**config.mk**
```make
export PLATFORM = sky130hd
export DESIGN_NAME = serial_magnitude_comparator
export DESIGN_NICKNAME = d
export VERILOG_FILES = /design/src/rtl/serial_magnitude_comparator.sv
export SDC_FILE = /design/constraint.sdc
export NUM_CORES = 1
export LEC_CHECK = 0
export ABC_AREA = 1
export BUFFER_PORTS_ARGS = -buffer_cell sky130_fd_sc_hd__buf_2
export CORE_ASPECT_RATIO = 1.25
export CORE_MARGIN = 3
export CORE_UTILIZATION = 30
export DETAILED_ROUTE_END_ITERATION = 8
export GPL_ROUTABILITY_DRIVEN = 0
export PLACE_DENSITY = 0.54
export SKIP_LAST_GASP = 1
export SLEW_MARGIN = 0
export SYNTH_ARGS = -nofsm -noshare
export SYNTH_HDL_FRONTEND = slang
export SYNTH_SLANG_ARGS = --single-unit
```
**constraint.sdc**
```tcl
create_clock -name clk -period 1.1 [get_ports clk]
set_input_delay 0 -clock clk [delete_from_list [all_inputs] [get_ports clk]]
set_output_delay 0 -clock clk [all_outputs]
set_load 0.01 [all_outputs]
```
**src/rtl/serial_magnitude_comparator.sv**
```systemverilog
// Bit-serial magnitude comparator: latches two LEN-bit operands on start and
// scans them LSB first, one bit per clock, reporting less/equal/great on done.
module serial_magnitude_comparator #(
    parameter int LEN = 4
) (
    input  logic           clk,
    input  logic           rst_n,
    input  logic           start,
    input  logic [LEN-1:0] a,
    input  logic [LEN-1:0] b,
    output logic           busy,
    output logic           done,
    output logic           less_out,
    output logic           equal_out,
    output logic           great_out
);

    localparam int CNT_W = $clog2(LEN + 1);
    localparam logic [CNT_W-1:0] LAST_BIT = CNT_W'(LEN - 1);

    typedef enum logic [1:0] {
        IDLE,
        SHIFT,
        DONE
    } state_t;

    state_t           state_q;
    logic [LEN-1:0]   shiftA_q;
    logic [LEN-1:0]   shiftB_q;
    logic [CNT_W-1:0] bitCount_q;
    logic             lt_q;
    logic             gt_q;
    logic             lt_d;
    logic             gt_d;
    logic             busy_q;
    logic             done_q;
    logic             less_q;
    logic             equal_q;
    logic             great_q;

    // A differing bit always wins because later (more significant) bits are seen last.
    always_comb begin
        lt_d = lt_q;
        gt_d = gt_q;
        if (shiftA_q[0] && !shiftB_q[0]) begin
            gt_d = 1'b1;
            lt_d = 1'b0;
        end else if (!shiftA_q[0] && shiftB_q[0]) begin
            lt_d = 1'b1;
            gt_d = 1'b0;
        end
    end

    always_ff @(posedge clk or negedge rst_n) begin
        if (!rst_n) begin
            state_q    <= IDLE;
            shiftA_q   <= '0;
            shiftB_q   <= '0;
            bitCount_q <= '0;
            lt_q       <= 1'b0;
            gt_q       <= 1'b0;
            busy_q     <= 1'b0;
            done_q     <= 1'b0;
            less_q     <= 1'b0;
            equal_q    <= 1'b1;
            great_q    <= 1'b0;
        end else begin
            done_q <= 1'b0;
            case (state_q)
                IDLE, DONE: begin
                    if (start) begin
                        shiftA_q   <= a;
                        shiftB_q   <= b;
                        lt_q       <= 1'b0;
                        gt_q       <= 1'b0;
                        bitCount_q <= '0;
                        busy_q     <= 1'b1;
                        state_q    <= SHIFT;
                    end else begin
                        busy_q  <= 1'b0;
                        state_q <= IDLE;
                    end
                end
                SHIFT: begin
                    lt_q       <= lt_d;
                    gt_q       <= gt_d;
                    shiftA_q   <= shiftA_q >> 1;
                    shiftB_q   <= shiftB_q >> 1;
                    bitCount_q <= bitCount_q + CNT_W'(1);
                    if (bitCount_q == LAST_BIT) begin
                        less_q  <= lt_d;
                        great_q <= gt_d;
                        equal_q <= ~(lt_d | gt_d);
                        done_q  <= 1'b1;
                        busy_q  <= 1'b0;
                        state_q <= DONE;
                    end
                end
                default: begin
                    busy_q  <= 1'b0;
                    state_q <= IDLE;
                end
            endcase
        end
    end

    assign busy      = busy_q;
    assign done      = done_q;
    assign less_out  = less_q;
    assign equal_out = equal_q;
    assign great_out = great_q;

endmodule
```
==> results of run 1 <==
## cell families (layout without fill, tap and decap cells)
kind of cell	after synthesis	count (layout)	synth area share, %
AND/OR/NAND/NOR	45	46	23.3
flip-flops	20	20	53.5
buffers and inverters	18	64	8.80
AO/OA/AOI/OAI	15	15	11.7
adder cells (fa/ha/maj)	2	2	2.67
## metal layers
layer	GRT usage [%]	up-vias
met5	0	-
met4	6.23	0
met3	1.30	2
met2	18.0	16
met1	14.7	365
li1	-	416
## critical path, cell delays in order, from the launching register on
cell	delay, ps
dfrtp_1	370
ha_2	200
ha_4	150
inv_4	40
nor2_4	140
inv_4	60
nand2_1	50
o21ai_1	50
## metrics by stage
step                hold slack [ps]  setup TNS (ps)  cell area [µm²]  worst slack [ps]
floorplan                      -296               0              953              10.5
global placement              -22.5           -42.7             1120             -24.5
detailed placement            -19.1            -105             1120             -57.3
CTS                             167            -119             1310             -31.9
global route                    192            -805             1390              -104
finish                          156            -174             1390             -59.3
## flip-flops by register name, indices dropped and copies added (netlist names), 2 cells and up
register	count
shiftA_q	4
shiftB_q	4
bitCount_q	3
state_q	2
## power by group through the flow
stage	combinational (mW)	sequential, mW	clock, mW
final	2.26	1.29	0.439
after global routing	2.49	1.32	0.477
after CTS	2.05	1.30	0.457
after detailed placement	1.79	1.31	0
after global placement	1.78	1.30	0
after floorplan	1.22	1.32	0
## synth_stat cells
cell,instances
nand3_1,4
o22ai_1,1
dfstp_2,1
nor2_4,2
inv_2,1
buf_6,2
a21oi_2,1
inv_1,15
nand2_4,3
nand2_1,22
o21ai_2,8
nor3_1,6
nor2_1,8
dfrtp_1,19
o21ai_0,5
ha_1,2
## timing repair
item / CTS / global route
pin swaps: 5 / 9
endpoints found under the setup margin: 10 / 15
cloned: 1 / 0
hold endpoints to repair: 28 / 0
buffers inserted: 6 / 5
hold buffers: 10 / 0
gates resized for setup: 3 / 9
## cell type report
cell class                      instances  area share (%)
Timing Repair Buffer                   44            24.1
Clock buffer                            4            2.61
Tap cell                               36            3.25
Multi-Input combinational cell         63            29.2
Inverter                               16            4.69
Sequential cell                        20            36.2
## path summary, 6_finish.rpt
path / to / depth (start not counted)
worst max register to register: less_out / 7
worst min register to register: equal_out / 2
min in group clk: equal_out / 2
max in group asynchronous: equal_out / 2
worst max-delay path: less_out / 7
worst min-delay path: shiftB_q[3] / 2
==> results.py, run 1 <==
metrics = {
    "run_status": {
        "status": "finished with violations",
        "violations": "setup timing",
    },
    "clock_network": {
        "cts_buffers": 3,
        "clkTransAtPathRegs_ps": 120,
        "cts_num_sinks": 20,
        "clkLatencyLatePin_ps": 300,
        "cts_buffer_depth": 2,
        "cts_root_buf": "clkbuf_4",
        "htreeDepth": 1,
        "tritoncts": "yes",
    },
    "detailed_routing": {
        "dr_wl_met2_um": 1020,
        "dr_wl_met3_um": 66,
        "drt_iter0_drc": 10,
        "wl_met1_um": 927,
        "dr.max_layer_used": "met4",
        "wl_per_cell_um": 11.2,
        "wirelength_um": 2040,
        "viasPerCell": 4.37,
        "drt_pass1_iterations": 4,
        "postRouteAntennaNets": 0,
        "drc": 0,
        "vias": 799,
    },
    "cells_and_area": {
        "final_cell_mix": "nand2_1 (21), dfrtp_1 (19), buf_4 (17)",
        "layout_commonest_cell": "nand2_1",
        "finalNetCount": 161,
        "multi_input_comb_area_um2": 405,
        "final_util_pct": 46.7,
        "stdcell_count": 183,
        "diodes": 0,
        "drive_above_1_share_pct": 44.2,
        "syn_to_final_growth_pct": 47.9,
        "regArea_um2": 502,
        "filler_cell_count": 298,
    },
    "worst_setup_path": {
        "critPathLaunch": "bitCount_q[1]",
        "crit_fanout": 5,
        "rrSetupSlack_ps": -60,
        "crit_required_ps": 1310,
        "startpoint_type": "flop",
        "reg2reg_from": "bitCount_q[1]",
        "path_class": "reg -> reg",
        "cp_data_arrival_time_ps": 1370,
        "cp-end-kind": "flop",
    },
    "yosys": {
        "synth.top_cell.area_share_pct": 50.7,
        "syn_inst": 100,
        "synth_area_leaders": "dfrtp_1 (51%), nand2_1 (8.8%), o21ai_2 (7.5%), inv_1 (6.0%), nand2_4 (3.6%)",
        "synth_top_cell_by_area": "dfrtp_1",
        "synthesis.area_um2": 938,
        "syn_avg_cell_area_um2": 9.38,
        "synth_warnings": 0,
        "ys_ff_latch": 20,
        "synth.yosys.seq_area_share_pct": 53.5,
        "ys_types": 16,
        "syn_nets": 113,
    },
    "global_route": {
        "grt_overflow_total": 0,
        "groute.usage.overall_pct": 11.2,
        "grt_max_degree": 21,
        "grt_pass1_vias": 737,
        "grt_pass1_wl_um": 3330,
        "grt_antenna_before_repair": 0,
    },
    "sta": {
        "fin_skew_ps": 2.20,
        "slew_headroom_pct": 69.7,
        "worst_slack_ps": -59.3,
        "hold_viol": 0,
        "rsz0062_at_grt": "true",
        "tightest_slew_ps": 454,
        "period_share_pct": 105,
        "fmax_mhz": 863,
        "maxSlewViolCount": 0,
        "setup_viol_count_final": 7,
        "finalCriticalPeriod_ps": 1160,
    },
    "min_path": {
        "min_path_type": "in -> async",
    },
    "power": {
        "power_frac_clock_pct": 11.0,
        "power.density_nw_per_um2": 2870,
        "p_leak_nw": 0.695,
        "peakVddDrop_uv": 1100,
        "p_int_mw": 2.37,
        "power_mw": 3.98,
        "p_comb_share_pct": 56.7,
        "switching_power_mw": 1.61,
        "p_sw_share_pct": 40.4,
        "power_frac_seq_pct": 32.3,
    },
    "place": {
        "port_buffers": 15,
        "dp.cells": 157,
        "dp_hpwl_um": 1350,
    },
    "die": {
        "num_io_pins": 16,
        "coreArea_um2": 2970,
        "die_h_um": 68.5,
        "die-width_um": 56.0,
        "die-area_um2": 3840,
        "initial_utilization_pct": 31.6,
        "rows": 22,
    },
    "run": {
        "cap_viol_max_count": 0,
    },
}
Power figures use the tool's default switching activity.
==> inputs of run 2 (changes only) <==
--- a/config.mk
+++ b/config.mk
@@ -12,7 +12,6 @@
 export CORE_UTILIZATION = 30
 export DETAILED_ROUTE_END_ITERATION = 8
 export GPL_ROUTABILITY_DRIVEN = 0
-export PLACE_DENSITY = 0.54
 export SKIP_LAST_GASP = 1
 export SLEW_MARGIN = 0
 export SYNTH_ARGS = -nofsm -noshare
==> run 2 against run 1 <==
  * The flow still finishes with violations (setup timing)
  * Setup slack gained 34 ps
  * Final cell count shrank 3.3%
  * Die area is the same
  * Total power shrank 3.5%
  * Combinational power shrank 6%
  * Global-route usage is essentially flat
  * Sequential share of layout area grew 1.8 points
  * Largest cell class unchanged
==> results.py, run 2 (synthesis results as in run 1) <==
metrics = {
    "worst_setup_path": {
        "cp-end-kind": "flop",
        "path_class": "reg -> reg",
        "crit_fanout": 5,
        "crit_required_ps": 1350,
        "critical-path-slowest-cell": "dfrtp_1",
        "cp_data_arrival_time_ps": 1370,
        "worst_path_largest_cell_delay_ps": 400,
        "startpoint_type": "flop",
        "crit_chain": "ha_2 -> ha_4 -> inv_4 -> nor2_4 -> inv_2 -> nand2_1 -> o21ai_1",
    },
    "cells_and_area": {
        "final_cell_mix": "nand2_1 (22), dfrtp_1 (19), buf_2 (15)",
        "diodes": 0,
        "drive_above_1_share_pct": 39.0,
        "layout_commonest_cell": "nand2_1",
        "final_util_pct": 44.4,
        "finalNetCount": 155,
        "syn_to_final_growth_pct": 40.8,
        "reg_top3": "shiftA_q (4), shiftB_q (4), bitCount_q (3)",
    },
    "die": {
        "die-width_um": 56.0,
        "rows": 22,
        "die_h_um": 68.5,
        "initial_utilization_pct": 31.6,
        "coreArea_um2": 2970,
        "die-area_um2": 3840,
        "num_io_pins": 16,
    },
    "min_path": {
        "min_path_type": "in -> async",
    },
    "sta": {
        "worst_slack_ps": -25.1,
        "finalCriticalPeriod_ps": 1130,
        "rsz0062_at_grt": "true",
        "fmax_mhz": 889,
        "hold_viol": 0,
        "setup_viol_count_final": 3,
        "setup_tns_ps": -51.0,
        "maxSlewViolCount": 0,
        "fin_skew_ps": 12.8,
        "tightest_slew_ps": 459,
        "slew_headroom_pct": 69.4,
        "holdWs_ps": 157,
        "period_share_pct": 102,
    },
    "power": {
        "power_frac_seq_pct": 33.5,
        "power_frac_clock_pct": 11.3,
        "p_int_mw": 2.28,
        "p_leak_nw": 0.663,
        "peakVddDrop_uv": 1290,
        "p_comb_share_pct": 55.2,
        "power.density_nw_per_um2": 2910,
        "switching_power_mw": 1.56,
        "p_sw_share_pct": 40.5,
    },
    "clock_network": {
        "cts_buffers": 3,
        "cts_buffer_depth": 2,
        "htreeDepth": 1,
        "cts_root_buf": "clkbuf_4",
        "tritoncts": "yes",
        "clkLatencyLatePin_ps": 310,
        "cts_num_sinks": 20,
        "clkTransAtPathRegs_ps": 120,
    },
    "detailed_routing": {
        "postRouteAntennaNets": 0,
        "dr_wl_met3_um": 49,
        "dr.max_layer_used": "met4",
        "wirelength_um": 2050,
        "drt_pass1_iterations": 4,
        "dr_wl_met2_um": 1000,
        "drt_iter0_drc": 18,
        "drc": 0,
        "vias": 791,
        "wl_met1_um": 938,
        "viasPerCell": 4.47,
        "wl_per_cell_um": 11.6,
    },
    "global_route": {
        "grt_max_degree": 21,
        "grt_overflow_total": 0,
        "grt_antenna_before_repair": 0,
        "grt_pass1_wl_um": 3230,
        "grt_pass1_vias": 783,
        "groute.usage.overall_pct": 11.2,
    },
    "place": {
        "port_buffers": 15,
        "dp_hpwl_um": 1310,
    },
    "run_status": {
        "violations": "setup timing",
        "status": "finished with violations",
    },
    "run": {
        "cap_viol_max_count": 0,
    },
}
[run 2: cell type report]
cell class                 instances  area (µm²)
multi-input combinational         63         383
tap                               36        45.0
sequential                        20         502
inverter                          16        62.6
timing repair buffer              38         293
fill                             292        1650
clock buffer                       4        36.3
[run 2: path summary, 6_finish.rpt]
| path | start | to | slack [ps] | cells after the start |
|---|---|---|---|---|
| setup / recovery | bitCount_q[1] | less_out | -30 | 7 |
| hold / removal | rst_n | done | 160 | 2 |
| setup reg to reg | bitCount_q[1] | less_out | -30 | 7 |
| hold reg to reg | equal_out | equal_out | 480 | 2 |
| max in group asynchronous | rst_n | equal_out | 600 | 2 |
| min in group clk | b[3] | shiftB_q[3] | 480 | 4 |
[run 2: critical path: cells and delay by family, from the launching register on]
kind	cells	cell delay, ps
flip-flops	1	400
adder cells (fa/ha/maj)	2	360
buffers and inverters	2	140
AND/OR/NAND/NOR	2	90
AO/OA/AOI/OAI	1	70
[run 2: routing by layer]
layer / vias to the layer above / global-route usage [%]
li1: 400 / -
met1: 371 / 12.2
met2: 15 / 20.0
met3: 5 / 1.68
met4: 0 / 8.01
met5: - / 0
[run 2: power by group through the flow]
stage	logic, mW	registers (mW)	clock network [mW]
after CTS	1.95	1.29	0.448
after global placement	1.69	1.29	0
final	2.12	1.29	0.434
after detailed placement	1.74	1.31	0
after global routing	2.35	1.34	0.493
after floorplan	1.22	1.32	0
[run 2: repair_timing]
action                                  in CTS  in global routing
gates resized for setup                      3                  5
buffers inserted                             5                  3
endpoints found under the hold margin       28                  1
endpoints found under the setup margin      11                 14
pin swaps                                    4                  4
cloned                                       1                  0
hold buffers                                 9                  1
[run 2: through the flow]
stage          cell area, µm²  instances  setup WS (ps)  power, mW
4_1_cts                  1270        173          -27.7       3.69
5_1_grt                  1320        177          -84.8       4.18
6_report                 1320        177          -25.1       3.84
3_5_place_dp             1100        154          -32.1       3.05
3_3_place_gp             1100        154          -24.7       2.99
2_1_floorplan             953        100           10.5       2.54
